`src/rtl/brdg_interrupt_mc_pkg.sv`:
```
// Shared constants and types for the multi-channel interrupt bridge.
// Latency: n/a (package). Backpressure: n/a.
// Holds TLX opcodes, response codes, the afutag prefix, the one-hot channel
// state encoding and the saturating backoff-duration helper.
package brdg_int_pkg;

  localparam logic [7:0] INTRP_REQ  = 8'h58;
  localparam logic [7:0] INTRP_RESP = 8'h0C;
  localparam logic [7:0] INTRP_RDY  = 8'h1A;

  localparam logic [3:0] RSP_DONE          = 4'h0;
  localparam logic [3:0] RSP_RTY_REQ       = 4'h2;
  localparam logic [3:0] RSP_INTRP_PENDING = 4'h4;
  localparam logic [3:0] RSP_DERROR        = 4'h8;
  localparam logic [3:0] RSP_BAD_LENGTH    = 4'h9;
  localparam logic [3:0] RSP_BAD_HANDLE    = 4'hB;
  localparam logic [3:0] RSP_FAILED        = 4'hE;

  // Upper afutag bits that mark a command as belonging to this engine.
  localparam logic [1:0] TAG_PREFIX = 2'b11;

  localparam int OBJ_W   = 68;
  localparam int TIMER_W = 24;

  typedef enum logic [5:0] {
    CH_IDLE    = 6'b000001,
    CH_REQ     = 6'b000010,
    CH_WAIT    = 6'b000100,
    CH_PEND    = 6'b001000,
    CH_BACKOFF = 6'b010000,
    CH_ACK     = 6'b100000
  } ch_state_e;

  // base << min(exp_sum, 15), clamped to the 24-bit timer range rather than
  // wrapping, so large exponents give the longest possible wait.
  function automatic logic [TIMER_W-1:0] backoff_ticks(input int unsigned base,
                                                       input logic [4:0] exp_sum);
    logic [4:0]  e;
    logic [63:0] wide;
    e    = (exp_sum > 5'd15) ? 5'd15 : exp_sum;
    wide = 64'(base) << e;
    if (wide > 64'h0000_0000_00FF_FFFF) begin
      return 24'hFF_FFFF;
    end
    return wide[TIMER_W-1:0];
  endfunction

endpackage

```
`src/rtl/brdg_interrupt_mc_if.sv`:
```
// TLX command/response bundle between the interrupt bridge and the TLX mux.
// Latency: n/a (wires only). Backpressure: none; commands are fire-and-forget strobes.
// master: bridge side (drives cmd_*, samples rsp_*); slave: TLX side.
interface brdg_interrupt_mc_if;
  logic        tlx_cmd_valid;
  logic [67:0] tlx_cmd_obj;
  logic [15:0] tlx_cmd_afutag;
  logic [7:0]  tlx_cmd_opcode;

  logic        tlx_rsp_valid;
  logic [15:0] tlx_rsp_afutag;
  logic [7:0]  tlx_rsp_opcode;
  logic [3:0]  tlx_rsp_code;

  modport master (
    output tlx_cmd_valid, tlx_cmd_obj, tlx_cmd_afutag, tlx_cmd_opcode,
    input  tlx_rsp_valid, tlx_rsp_afutag, tlx_rsp_opcode, tlx_rsp_code
  );

  modport slave (
    input  tlx_cmd_valid, tlx_cmd_obj, tlx_cmd_afutag, tlx_cmd_opcode,
    output tlx_rsp_valid, tlx_rsp_afutag, tlx_rsp_opcode, tlx_rsp_code
  );
endinterface

```
`src/rtl/brdg_interrupt_mc_channel.sv`:
```
// One interrupt channel: request FSM, retry budget and exponential backoff timer.
// Latency: IDLE->REQ one cycle after irq; response acted on in the cycle it arrives.
// Backpressure: waits in REQ until granted; no abort once started.
// Ports: irq level in, grant/rsp_vld/rsp_code from the top, state/ack/fail out.
module brdg_int_channel
  import brdg_int_pkg::*;
#(
  parameter int          MAX_RETRY  = 7,
  parameter int unsigned BASE_TICKS = 20
) (
  input  logic       clk,
  input  logic       rst_n,
  input  logic       irq,
  input  logic [3:0] backoff_limit,
  input  logic       grant,
  input  logic       rsp_vld,     // already qualified to this channel's state
  input  logic [3:0] rsp_code,
  output ch_state_e  state,
  output logic       ack,
  output logic       fail
);

  localparam logic [3:0] MAX_RETRY_L = 4'(MAX_RETRY);

  ch_state_e            state_q, state_d;
  logic [3:0]           retry_q, retry_d;
  logic [TIMER_W-1:0]   timer_q, timer_d;
  logic                 fail_q, fail_d;
  logic                 enter_backoff;
  logic                 retry_req;

  always_ff @(posedge clk or negedge rst_n) begin
    if (!rst_n) begin
      state_q <= CH_IDLE;
      retry_q <= '0;
      timer_q <= '0;
      fail_q  <= 1'b0;
    end else begin
      state_q <= state_d;
      retry_q <= retry_d;
      timer_q <= timer_d;
      fail_q  <= fail_d;
    end
  end

  always_comb begin
    state_d       = state_q;
    retry_d       = retry_q;
    timer_d       = timer_q;
    fail_d        = fail_q;
    enter_backoff = 1'b0;
    retry_req     = 1'b0;

    unique case (state_q)
      CH_IDLE: begin
        if (irq) state_d = CH_REQ;
      end
      CH_REQ: begin
        if (grant) state_d = CH_WAIT;
      end
      CH_WAIT: begin
        if (rsp_vld) begin
          case (rsp_code)
            RSP_DONE: begin
              state_d = CH_ACK;
              fail_d  = 1'b0;
            end
            RSP_RTY_REQ:       enter_backoff = 1'b1;
            RSP_INTRP_PENDING: state_d = CH_PEND;
            RSP_FAILED, RSP_DERROR, RSP_BAD_LENGTH, RSP_BAD_HANDLE: begin
              state_d = CH_ACK;
              fail_d  = 1'b1;
            end
            default: begin
              state_d = CH_ACK;
              fail_d  = 1'b1;
            end
          endcase
        end
      end
      CH_PEND: begin
        if (rsp_vld) begin
          case (rsp_code)
            RSP_DONE:    retry_req     = 1'b1;
            RSP_RTY_REQ: enter_backoff = 1'b1;
            default: begin
              state_d = CH_ACK;
              fail_d  = 1'b1;
            end
          endcase
        end
      end
      CH_BACKOFF: begin
        // Timer holds the number of cycles still to spend here.
        if (timer_q <= 24'd1) begin
          timer_d   = '0;
          retry_req = 1'b1;
        end else begin
          timer_d = timer_q - 24'd1;
        end
      end
      CH_ACK: begin
        if (!irq) begin
          state_d = CH_IDLE;
          retry_d = '0;
          fail_d  = 1'b0;
        end
      end
      default: state_d = CH_IDLE;
    endcase

    // Duration uses the retry count before this retry is charged.
    if (enter_backoff) begin
      state_d = CH_BACKOFF;
      timer_d = backoff_ticks(BASE_TICKS, {1'b0, backoff_limit} + {1'b0, retry_q});
    end

    if (retry_req) begin
      if (retry_q == MAX_RETRY_L) begin
        state_d = CH_ACK;
        fail_d  = 1'b1;
      end else begin
        state_d = CH_REQ;
        retry_d = retry_q + 4'd1;
      end
    end
  end

  assign state = state_q;
  assign ack   = (state_q == CH_ACK);
  assign fail  = (state_q == CH_ACK) && fail_q;

endmodule

```
`src/rtl/brdg_interrupt_mc.sv`:
```
// Multi-channel interrupt bridge: round-robin issue of TLX intrp_req, response routing.
// Latency: tlx_cmd_valid one cycle after the grant; err_unexp_rsp one cycle after the bad response.
// Backpressure: interrupt_enable=0 stalls grants only; responses and timers keep running.
// Ports: clk/rst_n, backoff_limit, interrupt_enable, interrupt/interrupt_src in,
//        interrupt_ack/interrupt_fail/err_unexp_rsp out, tlx (cmd out, rsp in).
module brdg_interrupt_mc
  import brdg_int_pkg::*;
#(
  parameter int          NUM_CH     = 4,
  parameter int          SRC_W      = 64,
  parameter int          MAX_RETRY  = 7,
  parameter int unsigned BASE_TICKS = 20
) (
  input  logic                    clk,
  input  logic                    rst_n,
  input  logic [3:0]              backoff_limit,
  input  logic                    interrupt_enable,
  input  logic [NUM_CH-1:0]       interrupt,
  input  logic [NUM_CH*SRC_W-1:0] interrupt_src,
  output logic [NUM_CH-1:0]       interrupt_ack,
  output logic [NUM_CH-1:0]       interrupt_fail,
  output logic                    err_unexp_rsp,
  brdg_interrupt_mc_if.master     tlx
);

  localparam int PTR_W = (NUM_CH > 1) ? $clog2(NUM_CH) : 1;
  localparam int IDX_W = PTR_W + 1;

  ch_state_e          ch_state [NUM_CH];
  logic [NUM_CH-1:0]  ch_req;
  logic [NUM_CH-1:0]  grant;
  logic [NUM_CH-1:0]  rsp_vld;

  logic [PTR_W-1:0]   ptr_q;
  logic [PTR_W-1:0]   ptr_nxt;
  logic               gnt_any;
  logic [PTR_W-1:0]   gnt_idx;
  logic [IDX_W-1:0]   idx_w;
  logic [SRC_W-1:0]   gnt_src;

  logic               rsp_hit;
  logic               rsp_is_resp;
  logic               rsp_is_rdy;
  logic [13:0]        rsp_ch;

  // Response decode: only intrp opcodes carrying our tag prefix are looked at.
  assign rsp_is_resp = (tlx.tlx_rsp_opcode == INTRP_RESP);
  assign rsp_is_rdy  = (tlx.tlx_rsp_opcode == INTRP_RDY);
  assign rsp_ch      = tlx.tlx_rsp_afutag[13:0];
  assign rsp_hit     = tlx.tlx_rsp_valid && (tlx.tlx_rsp_afutag[15:14] == TAG_PREFIX) &&
                       (rsp_is_resp || rsp_is_rdy);

  for (genvar i = 0; i < NUM_CH; i++) begin : g_ch
    assign ch_req[i]  = (ch_state[i] == CH_REQ);
    assign grant[i]   = gnt_any && (gnt_idx == PTR_W'(i));
    assign rsp_vld[i] = rsp_hit && (rsp_ch == 14'(i)) &&
                        ((rsp_is_resp && ch_state[i] == CH_WAIT) ||
                         (rsp_is_rdy  && ch_state[i] == CH_PEND));

    brdg_int_channel #(
      .MAX_RETRY  (MAX_RETRY),
      .BASE_TICKS (BASE_TICKS)
    ) u_ch (
      .clk           (clk),
      .rst_n         (rst_n),
      .irq           (interrupt[i]),
      .backoff_limit (backoff_limit),
      .grant         (grant[i]),
      .rsp_vld       (rsp_vld[i]),
      .rsp_code      (tlx.tlx_rsp_code),
      .state         (ch_state[i]),
      .ack           (interrupt_ack[i]),
      .fail          (interrupt_fail[i])
    );
  end

  // Round-robin search starting at ptr_q; first requester found wins.
  always_comb begin
    gnt_any = 1'b0;
    gnt_idx = '0;
    idx_w   = '0;
    if (interrupt_enable) begin
      for (int k = 0; k < NUM_CH; k++) begin
        idx_w = {1'b0, ptr_q} + IDX_W'(k);
        if (idx_w >= IDX_W'(NUM_CH)) idx_w = idx_w - IDX_W'(NUM_CH);
        if (!gnt_any && ch_req[idx_w[PTR_W-1:0]]) begin
          gnt_any = 1'b1;
          gnt_idx = idx_w[PTR_W-1:0];
        end
      end
    end
  end

  assign ptr_nxt = (gnt_idx == PTR_W'(NUM_CH - 1)) ? '0 : gnt_idx + PTR_W'(1);

  always_comb begin
    gnt_src = '0;
    for (int i = 0; i < NUM_CH; i++) begin
      if (gnt_idx == PTR_W'(i)) gnt_src = interrupt_src[i*SRC_W +: SRC_W];
    end
  end

  always_ff @(posedge clk or negedge rst_n) begin
    if (!rst_n) begin
      ptr_q              <= '0;
      tlx.tlx_cmd_valid  <= 1'b0;
      tlx.tlx_cmd_obj    <= '0;
      tlx.tlx_cmd_afutag <= '0;
      tlx.tlx_cmd_opcode <= '0;
      err_unexp_rsp      <= 1'b0;
    end else begin
      tlx.tlx_cmd_valid <= gnt_any;
      if (gnt_any) begin
        ptr_q              <= ptr_nxt;
        tlx.tlx_cmd_obj    <= OBJ_W'(gnt_src);
        tlx.tlx_cmd_afutag <= {TAG_PREFIX, 14'(gnt_idx)};
        tlx.tlx_cmd_opcode <= INTRP_REQ;
      end
      // Out-of-range tags and wrong-state responses are both "accepted by nobody".
      err_unexp_rsp <= rsp_hit && (rsp_vld == '0);
    end
  end

endmodule

```
`src/flat_wrapper.sv`:
```
// flat-port wrapper written by rule: the top's interface ports become plain ports
module brdg_interrupt_mc_flat import brdg_int_pkg::*;
#(
  parameter int          NUM_CH     = 4,
  parameter int          SRC_W      = 64,
  parameter int          MAX_RETRY  = 7,
  parameter int unsigned BASE_TICKS = 20
)
  (clk, rst_n, backoff_limit, interrupt_enable, interrupt, interrupt_src, interrupt_ack, interrupt_fail, err_unexp_rsp, tlx_tlx_cmd_valid, tlx_tlx_cmd_obj, tlx_tlx_cmd_afutag, tlx_tlx_cmd_opcode, tlx_tlx_rsp_valid, tlx_tlx_rsp_afutag, tlx_tlx_rsp_opcode, tlx_tlx_rsp_code);
  brdg_interrupt_mc_if tlx_i ();
  input  logic clk;
  input  logic rst_n;
  input  logic [3:0] backoff_limit;
  input  logic interrupt_enable;
  input  logic [NUM_CH-1:0] interrupt;
  input  logic [NUM_CH*SRC_W-1:0] interrupt_src;
  output logic [NUM_CH-1:0] interrupt_ack;
  output logic [NUM_CH-1:0] interrupt_fail;
  output logic err_unexp_rsp;
  output wire logic [$bits(tlx_i.tlx_cmd_valid)-1:0] tlx_tlx_cmd_valid;
  output wire logic [$bits(tlx_i.tlx_cmd_obj)-1:0] tlx_tlx_cmd_obj;
  output wire logic [$bits(tlx_i.tlx_cmd_afutag)-1:0] tlx_tlx_cmd_afutag;
  output wire logic [$bits(tlx_i.tlx_cmd_opcode)-1:0] tlx_tlx_cmd_opcode;
  input wire logic [$bits(tlx_i.tlx_rsp_valid)-1:0] tlx_tlx_rsp_valid;
  input wire logic [$bits(tlx_i.tlx_rsp_afutag)-1:0] tlx_tlx_rsp_afutag;
  input wire logic [$bits(tlx_i.tlx_rsp_opcode)-1:0] tlx_tlx_rsp_opcode;
  input wire logic [$bits(tlx_i.tlx_rsp_code)-1:0] tlx_tlx_rsp_code;
  assign tlx_tlx_cmd_valid = tlx_i.tlx_cmd_valid;
  assign tlx_tlx_cmd_obj = tlx_i.tlx_cmd_obj;
  assign tlx_tlx_cmd_afutag = tlx_i.tlx_cmd_afutag;
  assign tlx_tlx_cmd_opcode = tlx_i.tlx_cmd_opcode;
  assign tlx_i.tlx_rsp_valid = tlx_tlx_rsp_valid;
  assign tlx_i.tlx_rsp_afutag = tlx_tlx_rsp_afutag;
  assign tlx_i.tlx_rsp_opcode = tlx_tlx_rsp_opcode;
  assign tlx_i.tlx_rsp_code = tlx_tlx_rsp_code;
  brdg_interrupt_mc #(.NUM_CH(NUM_CH), .SRC_W(SRC_W), .MAX_RETRY(MAX_RETRY), .BASE_TICKS(BASE_TICKS)) u_core (.clk(clk), .rst_n(rst_n), .backoff_limit(backoff_limit), .interrupt_enable(interrupt_enable), .interrupt(interrupt), .interrupt_src(interrupt_src), .interrupt_ack(interrupt_ack), .interrupt_fail(interrupt_fail), .err_unexp_rsp(err_unexp_rsp), .tlx(tlx_i));
endmodule
```
`config.mk`:
```
export PLATFORM = sky130hd
export DESIGN_NAME = brdg_interrupt_mc_flat
export DESIGN_NICKNAME = d
export VERILOG_FILES = /design/src/rtl/brdg_interrupt_mc_pkg.sv /design/src/rtl/brdg_interrupt_mc_if.sv /design/src/rtl/brdg_interrupt_mc_channel.sv /design/src/rtl/brdg_interrupt_mc.sv /design/src/flat_wrapper.sv
export SDC_FILE = /design/constraint.sdc
export NUM_CORES = 1
export LEC_CHECK = 0
export CAP_MARGIN = 20
export CORE_UTILIZATION = 40
export DETAILED_ROUTE_END_ITERATION = 10
export HOLD_SLACK_MARGIN = 0.02
export PLACE_DENSITY_LB_ADDON = 0.12
export SYNTH_ARGS = -nofsm -noshare
export SYNTH_HDL_FRONTEND = slang
export SYNTH_SLANG_ARGS = --single-unit
```
`constraint.sdc`:
```
create_clock -name clk -period 3.9 [get_ports clk]
set_input_delay 0.78 -clock clk [delete_from_list [all_inputs] [get_ports clk]]
set_output_delay 0.78 -clock clk [all_outputs]
set_load 0.005 [all_outputs]
```
==> impl_metrics.csv, run 1 <==
group,metric,value,unit
run_status,status,"finished clean",
setup_path,r2r-end,"u_core.tlx.tlx_cmd_obj[32]",
floorplan,die_height,195,um
worst_hold_path,hp-class,"in -> async",
sta,slew_headroom,27.5,%
power_and_ir_drop,p_sw_share,38.6,%
setup_path,crit_top_cell,"o21ai_0",
place,hpwlAfterDp,44.3,mm
setup_path,crit_end,"u_core.tlx.tlx_cmd_obj[32]",
sta,hold_viol_final,0,
synthesis,ys_ff_latch,211,
clock_tree,cts_tree,"done",
drt,post_drt_via_cell_ratio,5.70,
synthesis,async_reset_ff_share,100,%
floorplan,die_x,195,um
place,dpl_cell_area,19600,um^2
setup_path,cp_cell_sequence,"nor4_2, and3b_1, a21oi_1, o21ai_0, a22oi_1, nor2_1, inv_1, ha_2, buf_4, nand2_1, nor2_1, a21oi_1, o21ai_0, mux2i_1, o21ai_0",
cells_and_area,drive_gt1_share,7.81,%
power_and_ir_drop,leakage,0.00847,uW
floorplan,row_count,70,
setup_path,critical_path_buf_inv_count,2,
setup_path,r2r_cells,15,
power_and_ir_drop,worst_ir_drop_vdd,296,uV
cells_and_area,area_growth,37.7,%
cells_and_area,mostFrequentLayoutCells,"375 x clkdlybuf4s50_1, 335 x nand2_1, 256 x o21ai_0",
clock_tree,clkLatencyLatePin,0.55,ns
drt,antenna_left,0,
synthesis,syn_inst,1945,
setup_path,setup.worst_path.start,"u_core.g_ch[1].u_ch.state[3]",
global_routing,grt-ovfl-total,0,
sta,final.min_clock_period,3.57,ns
power_and_ir_drop,p_int,6290,uW
setup_path,cp.depth,15,
sta,slew_violations,0,
floorplan,coreArea,36700,um^2
drt,top_layer,"met4",
setup_path,crit_family,"simple AND/OR/NAND/NOR gates",
drt,met1Wirelength,24.4,mm
place,io_buffer_count,376,
synthesis,yosysUniqueCellTypes,81,
floorplan,die_area,38100,um^2
drt,vias,16103,
synthesis,avgSynthCellArea,7.68,um^2
sta,min_period_over_period,91.6,%
power_and_ir_drop,seqPwrFrac,28.7,%
cells_and_area,final_common_cell,"clkdlybuf4s50_1",
synthesis,yosysWarnings,0,
power_and_ir_drop,finalPower,10300,uW
setup_path,cpPeakStageDelay,0.50,ns
global_routing,grt_pass1_vias,15251,
clock_tree,clk_pin_slew,0.06,ns
setup_path,worstSetupPathType,"reg -> reg",
setup_path,cp-start-kind,"flip-flop",
setup_path,worstPathRequired,4.29,ns
sta,fmax,280,MHz
global_routing,antenna_found_initial,1,
power_and_ir_drop,pwr-share-clk,25.5,%
setup_path,crit_path_max_fanout,28,
sta,worst_slew_pin_slew,1.09,ns
setup_path,cp-end-kind,"flip-flop",
global_routing,grt_max_degree,95,
synthesis,ys_seq_area_share,35.4,%
cells_and_area,final_nets,2667,
drt,dr.pass1.iters,5,
drt,met3RoutedLength,4.16,mm
cells_and_area,final_cell_area,20600,um^2
synthesis,synth_top_flop_cell,"dfrtp_1",
sta,rsz0062_at_grt,"false",
clock_tree,clk_path_buf_depth,3,
clock_tree,postCtsHoldBufs,0,
power_and_ir_drop,p_per_area,498,nW/um^2
place,place_congestion,0.954,
global_routing,grt_pass1_wl,87.0,mm
drt,wl,56.9,mm
sta,holdWs,0.246,ns
drt,drcViolationCount,0,
run,cap_violations,0,
setup_path,crit_arrival,3.96,ns
synthesis,netlist_area,14900,um^2
setup_path,rrSetupSlack,0.33,ns
synthesis,synth_edf_count,0,
sta,fin_skew,0.0263,ns
drt,drt_iter0_drc,1149,
drt,dr_wl_met2,26.8,mm
clock_tree,cts_buffers,27,
clock_tree,cts-htree-levels,1,
setup_path,r2r_start,"u_core.g_ch[1].u_ch.state[3]",
clock_tree,clockRootBuffer,"clkbuf_16",
clock_tree,clock_sinks,211,
floorplan,start_util,40.7,%
sta,setup_viol,0,
floorplan,io_pins,398,
global_routing,track_usage,29.0,%
drt,drt-wirelength-per-cell,20.1,um
setup_path,slowest_stage,"a21oi_1",
power_and_ir_drop,switching_power,3960,uW
power_and_ir_drop,p_comb_share,45.8,%
per-layer routing:
layer	GRT usage, %	vias to the layer above
met5	0	-
met4	7.32	0
met3	6.11	76
met2	47.9	578
met1	38.6	7623
li1	-	7826
area by class of cell:
class                   count  area (um^2)
clock inverters            13          156
well taps                 468          586
clock buffers              37          783
multi-input cells        1595         9080
repair buffers            470         4560
fillers                  3450        16100
flip-flops and latches    211         5290
diodes                      2         5.00
inverters                  30          113
synth_stat cells (13+ instances only):
cell type,instances,area share (%)
inv_1,30,0.75
o31ai_1,13,0.65
mux2i_1,59,4.0
buf_1,14,0.35
dfrtp_1,207,35
nor3b_1,14,0.70
a21oi_1,147,4.9
a31oi_1,19,0.80
nand3b_1,18,0.90
nor3_1,70,2.3
or4_1,21,1.1
nand4_1,15,0.63
a22oi_1,16,0.80
nor4_1,47,2.0
nor2_1,184,4.6
a21o_1,24,1.2
nand2b_1,19,0.80
a22o_1,13,0.76
o21ai_0,257,8.6
o22ai_1,15,0.63
ha_1,32,2.7
clkbuf_1,81,2.0
o211ai_1,13,0.65
nand2_1,335,8.4
nand3_1,50,1.7
or3_1,26,1.1
buf_4,33,1.7
stage by stage:
stage	cells	worst slack [ns]	util, %	setup TNS (ns)
2_1_floorplan	1965	0.514	-	0
3_3_place_gp	2773	0.0231	53.4	0
3_5_place_dp	2773	-0.0381	53.4	-0.122
4_1_cts	2823	0.223	56.0	0
5_1_grt	2825	0.105	56.0	0
6_report	2826	0.327	56.0	0
power groups by stage:
| stage | Sequential (uW) | Clock [uW] | Combinational [uW] |
|---|---|---|---|
| CTS | 2930 | 2660 | 4700 |
| detailed placement | 2960 | 0 | 4680 |
| finish | 2940 | 2620 | 4700 |
| floorplan | 2900 | 0 | 2540 |
| global placement | 2950 | 0 | 4630 |
| global route | 2990 | 2740 | 5200 |
worst min-delay path by stage:
stage | startpoint | endpoint | slack, ns | depth (start not counted)
2_1_floorplan | u_core.g_ch[1].u_ch.timer_q[22] | u_core.g_ch[1].u_ch.timer_q[22] | 0.44 | 1
3_3_place_gp | u_core.tlx.tlx_cmd_obj[51] | u_core.tlx.tlx_cmd_obj[51] | 0.46 | 2
3_5_place_dp | u_core.g_ch[1].u_ch.timer_q[22] | u_core.g_ch[1].u_ch.timer_q[22] | 0.47 | 1
4_1_cts | rst_n | u_core.g_ch[0].u_ch.timer_q[18] | 0.30 | 1
5_1_grt | rst_n | u_core.g_ch[0].u_ch.timer_q[18] | 0.32 | 1
6_report | rst_n | u_core.g_ch[0].u_ch.timer_q[18] | 0.25 | 1
worst register-to-register path: stages (launching register included):
cell and delay (ns):
dfrtp_1 0.44, nor4_2 0.37, and3b_1 0.41, a21oi_1 0.11
o21ai_0 0.18, a22oi_1 0.09, nor2_1 0.24, inv_1 0.13
ha_2 0.21, buf_4 0.24, nand2_1 0.11, nor2_1 0.04
a21oi_1 0.50, o21ai_0 0.16, mux2i_1 0.14, o21ai_0 0.08
cells by family after synthesis:
group / Yosys count / synth area share (%)
simple gates: 867 / 27.7
compound gates: 593 / 23.7
flops: 211 / 35.4
buf+inv: 159 / 4.83
mux: 59 / 3.96
fa+ha+maj: 36 / 3.22
xor+xnor: 19 / 1.11
other cells: 1 / 0.0251
registers in the layout, indices dropped and copies added, names as in the netlist:
name                       flops
u_core.g_ch.u_ch.timer_q      96
u_core.tlx.tlx_cmd_obj        64
u_core.g_ch.u_ch.state        24
u_core.g_ch.u_ch.retry_q      16
u_core.g_ch.u_ch.fail_q        4
u_core.tlx.tlx_cmd_afutag      3
u_core.ptr_q                   2
u_core.err_unexp_rsp           1
u_core.tlx.tlx_cmd_valid       1
what timing repair did:
action | CTS | global route
setup endpoints to repair | 0 | 3
hold endpoints to repair | 0 | 0
buffers inserted | 0 | 0
resized for setup | 0 | 3
No activity file was read; power rests on OpenSTA's default activity.
==> run 2: changes to the inputs <==
Settings changed: ABC_AREA from default to 1, GPL_TIMING_DRIVEN from default to 0, SLEW_MARGIN from default to 20.
==> impl_metrics.csv, run 2 <==
group,metric,value,unit
run_status,status,"finished clean",
drt,post_drt_via_cell_ratio,5.29,
sta,fin_skew,0.0103,ns
clock_tree,cts_tree,"done",
cells_and_area,layoutNonFillerInstCount,3418,
synthesis,synth_edf_count,0,
synthesis,synth.most_common_cell,"nand2_1",
drt,drt-wirelength-per-cell,17.7,um
floorplan,die_height,203,um
sta,setup_ws,0.276,ns
drt,drcViolationCount,0,
worst_hold_path,hp-class,"in -> async",
synthesis,async_reset_ff_share,100,%
clock_tree,cts_setup_buffers,0,
setup_path,cpPeakStageDelay,0.58,ns
cells_and_area,drive_gt1_share,7.44,%
drt,drt_iter0_drc,1283,
synthesis,yosys-top-cells-area,"dfrtp_1 32%, nand2_1 17%, nand3_1 7.3%",
synthesis,syn_inst,2445,
setup_path,worstSetupPathType,"reg -> reg",
cells_and_area,multi_input_area,9560,um^2
clock_tree,clock_sinks,211,
run,cap_violations,0,
synthesis,yosysTopAreaCellShare,31.9,%
clock_tree,clk_path_buf_depth,3,
sta,fmax,276,MHz
sta,setup-tns-final,0,ns
floorplan,die_x,203,um
place,dp.cells,3368,
synthesis,synth_common_cells,"722 x nand2_1, 239 x nor2_1, 236 x nand3_1, 211 x o21ai_0, 207 x dfrtp_1",
clock_tree,clockRootBuffer,"clkbuf_16",
synthesis,yosysTopAreaCell,"dfrtp_1",
power_and_ir_drop,p_per_area,576,nW/um^2
global_routing,grt_pass1_vias,17102,
drt,vias,18074,
setup_path,cp_cell_sequence,"nor2_1, nand3_1, inv_2, nand2_1, nand3_1, nand2_1, and2_1, o21ai_0, o211ai_1, nand2_1, ha_1, clkbuf_1, a21oi_1, nand2_1, o21ai_0, o21ai_0, nand2_1, nand2_1",
clock_tree,cts_buffers,26,
cells_and_area,nFillCells,3994,
synthesis,netlist_area,16200,um^2
synthesis,ys_ff_latch,211,
setup_path,crit_top_cell,"nand2_1",
global_routing,grt_pass1_wl,92.3,mm
setup_path,rrSetupSlack,0.28,ns
synthesis,yosysWarnings,0,
floorplan,row_count,73,
global_routing,antenna_found_initial,2,
global_routing,grt-ovfl-total,0,
place,post-place-ws,-0.212,ns
synthesis,synth_top_flop_cell,"dfrtp_1",
sta,setup_viol,0,
sta,slew_violations,0,
setup_path,cp-end-kind,"flip-flop",
setup_path,crit_path_max_fanout,10,
cells_and_area,final_common_cell,"nand2_1",
synthesis,ys_seq_area_share,32.6,%
cells_and_area,final_nets,3202,
power_and_ir_drop,worst_ir_drop_vdd,430,uV
power_and_ir_drop,leakage,0.0104,uW
setup_path,slowest_stage,"clkbuf_1",
clock_tree,cts-htree-levels,1,
floorplan,die_area,41400,um^2
cells_and_area,mostFrequentLayoutCells,"722 x nand2_1, 375 x clkdlybuf4s50_1, 239 x nor2_1",
cells_and_area,seqCellArea,5290,um^2
clock_tree,postCtsHoldBufs,0,
cells_and_area,regMostFlops,"u_core.g_ch.u_ch.timer_q",
setup_path,crit_arrival,4.11,ns
place,io_buffer_count,376,
setup_path,worstPathRequired,4.39,ns
cells_and_area,largest_reg_flops,96,
global_routing,grt_max_degree,90,
cells_and_area,area_growth,34.3,%
sta,worst_slew_pin_slew,0.798,ns
sta,slew_headroom,46.3,%
clock_tree,clk_pin_slew,0.06,ns
place,hpwlAfterDp,48.0,mm
synthesis,yosysUniqueCellTypes,65,
floorplan,coreArea,39900,um^2
floorplan,start_util,40.7,%
synthesis,avgSynthCellArea,6.64,um^2
setup_path,cp-start-kind,"flip-flop",
clock_tree,clkLatencyLatePin,0.55,ns
global_routing,track_usage,28.4,%
drt,wl,60.5,mm
sta,hold_viol_final,0,
sta,final.min_clock_period,3.62,ns
cells_and_area,post-route-util,54.6,%
place,place_congestion,0.954,
drt,dr.pass1.iters,5,
drt,antenna_left,0,
floorplan,io_pins,398,
sta,min_period_over_period,92.9,%
==> run 2: changes by cell type in the layout (fill, tap and decap cells not counted), sizes merged, moves of 43 or more <==
cell    previous run  this run
mux2i             59         0
nand2            336       735
nand4             15        72
a21oi            147       104
inv               31       217
xor2               8        57
nor2             185       259
clkbuf            37        82
nand3             50       244
==> run 2: path summary, 6_finish.rpt <==
path,startpoint,endpoint,depth (start not counted)
hold reg to reg,u_core.tlx.tlx_cmd_obj[40],u_core.tlx.tlx_cmd_obj[40],2
hold / removal,rst_n,u_core.g_ch[1].u_ch.timer_q[0],1
setup reg to reg,u_core.g_ch[3].u_ch.state[3],u_core.tlx.tlx_cmd_obj[62],18
setup / recovery,u_core.g_ch[3].u_ch.state[3],u_core.tlx.tlx_cmd_obj[62],18
max in group asynchronous,rst_n,u_core.tlx.tlx_cmd_obj[8],2
min in group clk,u_core.tlx.tlx_cmd_obj[40],u_core.tlx.tlx_cmd_obj[40],2
==> run 2: critical path: cells and delay by family (launching register included) <==
family          cells  cell delay (ns)
simple gates       10             1.33
compound gates      5             0.88
buf+inv             2             0.69
flops               1             0.40
fa+ha+maj           1             0.23
==> run 2: metrics by stage <==
stage	power, uW	area (um^2)	hold slack [ns]
after floorplan	7020	16300	0.470
after global routing	13500	21800	0.183
after global placement	9670	20700	0.461
after detailed placement	9750	20800	0.464
after CTS	12600	21800	0.162
final	12600	21800	0.141
==> run 2: layout make-up <==
class / count / area share [%]
multi-input cells: 1924 / 43.9
repair buffers: 378 / 17.5
plain buffers: 111 / 3.07
clock buffers: 37 / 3.64
clock inverters: 10 / 0.804
flip-flops and latches: 211 / 24.3
well taps: 525 / 3.01
diodes: 4 / 0.0459
inverters: 218 / 3.77
==> run 2: what timing repair did <==
item | 4_1_cts | 5_1_grt
resized for setup | 2 | 25
endpoints found under the setup margin | 10 | 69
pin swaps | 0 | 0
==> run 2: metal layers <==
metal / routed length (um) / GRT usage, %
met4: 1920 / 8.75
met1: 26600 / 38.5
met2: 27900 / 45.9
met3: 4010 / 5.00
met5: 0 / 0
==> run 2: cell families after synthesis <==
group	after synthesis	share of synthesized area, %
AOI/OAI and AO/OA	404	13.8
adders and majority gates	36	2.96
and+or+nand+nor	1395	37.9
buffers and inverters	330	9.08
xor gates and xnor gates	68	3.67
DFF	211	32.6
other	1	0.0231
==> run 2: power by group <==
| part | switching [uW] | leakage (uW) | internal [uW] |
|---|---|---|---|
| registers | 277 | 0.00267 | 2650 |
| clock network | 1010 | 0.000483 | 1730 |
| logic | 4240 | 0.00723 | 2640 |
==> run 3: changes to the inputs <==
Settings changed: RECOVER_POWER from default to 50.
==> impl_metrics.csv, run 3 (synthesis results as in run 2) <==
group,metric,value,unit
run_status,status,"complete, but fails checks",
run_status,violations,"max-capacitance violations, max-slew violations",
sta,fmax,277,MHz
setup_path,r2r_start,"u_core.g_ch[3].u_ch.state[3]",
setup_path,crit_top_cell,"nand2_1",
place,place_congestion,0.954,
clock_tree,cts_buffers,26,
cells_and_area,regMostFlops,"u_core.g_ch.u_ch.timer_q",
cells_and_area,multi_input_area,9550,um^2
cells_and_area,seqCellArea,5290,um^2
setup_path,cp-end-kind,"flip-flop",
run,cap_violations,1,
global_routing,track_usage,28.4,%
power_and_ir_drop,leakage,0.0104,uW
cells_and_area,final_common_cell,"nand2_1",
setup_path,r2r_cells,18,
sta,setup_ws,0.286,ns
worst_hold_path,min_from,"u_core.tlx.tlx_cmd_obj[40]",
power_and_ir_drop,p_int,6960,uW
floorplan,die_height,203,um
clock_tree,cts_tree,"done",
global_routing,grt_pass1_vias,17102,
drt,post_drt_via_cell_ratio,5.27,
setup_path,worstPathRequired,4.39,ns
power_and_ir_drop,p_comb_share,54.6,%
global_routing,grt-ovfl-total,0,
cells_and_area,largest_reg_flops,96,
sta,final.min_clock_period,3.61,ns
drt,antenna_left,0,
floorplan,start_util,40.7,%
drt,wl,60.4,mm
cells_and_area,area_growth,34.2,%
clock_tree,cts-htree-levels,1,
floorplan,die_x,203,um
drt,drt_iter0_drc,1277,
sta,hold_viol_final,0,
clock_tree,clkLatencyLatePin,0.55,ns
power_and_ir_drop,p_sw_share,44.2,%
sta,worst_slew_pin_slew,3.08,ns
sta,setup_viol,0,
power_and_ir_drop,worst_ir_drop_vdd,430,uV
cells_and_area,drive_gt1_share,7.30,%
clock_tree,clk_pin_slew,0.06,ns
clock_tree,clock_sinks,211,
power_and_ir_drop,seqPwrFrac,23.4,%
setup_path,critical_path_buf_inv_count,2,
drt,vias,18015,
setup_path,rrSetupSlack,0.29,ns
place,post-place-ws,-0.212,ns
drt,drt-wirelength-per-cell,17.7,um
setup_path,worstSetupPathType,"reg -> reg",
setup_path,crit_arrival,4.10,ns
worst_hold_path,holdPathEnd,"u_core.tlx.tlx_cmd_obj[40]",
floorplan,die_area,41400,um^2
global_routing,grt_max_degree,90,
sta,min_period_over_period,92.7,%
worst_hold_path,hp-class,"reg -> reg",
sta,slew_violations,57,
sta,holdWs,0.472,ns
power_and_ir_drop,pwr-share-clk,22.0,%
drt,drcViolationCount,0,
setup_path,cp-start-kind,"flip-flop",
floorplan,io_pins,398,
cells_and_area,final_nets,3202,
clock_tree,postCtsHoldBufs,0,
clock_tree,clockRootBuffer,"clkbuf_16",
global_routing,antenna_found_initial,2,
drt,dr.pass1.iters,5,
floorplan,row_count,73,
setup_path,cp_cell_sequence,"nor2_1, nand3_1, inv_2, nand2_1, nand3_1, nand2_1, and2_1, o21ai_0, o211ai_1, nand2_1, ha_1, clkbuf_1, a21oi_1, nand2_1, o21ai_0, o21ai_0, nand2_1, nand2_1",
clock_tree,clk_path_buf_depth,3,
place,hpwlAfterDp,48.0,mm
cells_and_area,nFillCells,3998,
setup_path,crit_family,"simple AND/OR/NAND/NOR gates",
power_and_ir_drop,p_per_area,573,nW/um^2
setup_path,slowest_stage,"clkbuf_1",
power_and_ir_drop,switching_power,5510,uW
sta,fin_skew,0.0104,ns
floorplan,coreArea,39900,um^2
cells_and_area,mostFrequentLayoutCells,"722 x nand2_1, 340 x clkdlybuf4s50_1, 239 x nor2_1",
setup_path,cpPeakStageDelay,0.58,ns
sta,slew_headroom,-105,%
global_routing,grt_pass1_wl,92.3,mm
worst_hold_path,whs_path_depth,2,
setup_path,crit_path_max_fanout,10,
setup_path,r2r-end,"u_core.tlx.tlx_cmd_obj[62]",
place,io_buffer_count,376,
==> run 3: worst max path at each step <==
stage,start,to,depth (start not counted)
global placement,rst_n,u_core.tlx.tlx_cmd_obj[7],1
floorplan,u_core.g_ch[3].u_ch.state[3],u_core.tlx.tlx_cmd_obj[0],19
CTS,u_core.g_ch[3].u_ch.state[3],u_core.tlx.tlx_cmd_obj[61],20
detailed placement,u_core.g_ch[3].u_ch.state[3],u_core.tlx.tlx_cmd_obj[61],20
finish,u_core.g_ch[3].u_ch.state[3],u_core.tlx.tlx_cmd_obj[62],18
global route,u_core.g_ch[3].u_ch.state[3],u_core.tlx.tlx_cmd_obj[12],19
==> run 3: metal layers <==
| layer | up-vias | global-route usage [%] | part of all wire, % |
|---|---|---|---|
| met5 | - | 0 | 0 |
| met4 | 0 | 8.75 | 3.2 |
| met3 | 106 | 5.00 | 6.6 |
| met2 | 562 | 45.9 | 46 |
| met1 | 8438 | 38.5 | 44 |
| li1 | 8909 | - | - |
==> run 3: area by class of cell <==
type | count | area share, %
Timing Repair Buffer | 378 | 17.5
Inverter | 218 | 3.77
Sequential cell | 211 | 24.3
Antenna cell | 4 | 0.0460
Buffer | 111 | 3.06
Clock buffer | 37 | 3.64
Tap cell | 525 | 3.02
Multi-Input combinational cell | 1924 | 43.9
Clock inverter | 10 | 0.804
==> run 3: power groups by stage <==
stage	logic [uW]	clock network, uW	registers [uW]
3_5_place_dp	6800	0	2950
5_1_grt	7590	2880	2970
2_1_floorplan	4100	0	2920
3_3_place_gp	6720	0	2950
6_report	6810	2750	2920
4_1_cts	6830	2800	2920
==> run 3: timing repair <==
| item | CTS | global route |
|---|---|---|
| buffers inserted | 0 | 0 |
| gates resized for setup | 2 | 25 |
| endpoints found under the setup margin | 10 | 69 |
| hold endpoints to repair | 0 | 0 |
==> run 3: tightest hold or removal path: cells and delay by family (launching register included) <==
kind	cells	cell delay [ns]
flops	1	0.34
simple gates	2	0.10
==> run 3: stage by stage <==
step           utilization (%)  cells  area, um^2  total power (uW)  TNS [ns]
3_3_place_gp              51.9   3366       20700              9670  -1545.74
6_report                  54.6   3418       21800             12500         0
4_1_cts                   54.5   3415       21800             12600         0
2_1_floorplan                -   2465       16300              7020         0
3_5_place_dp              52.1   3368       20800              9750     -1.43
5_1_grt                   54.5   3415       21800             13400   -0.0242
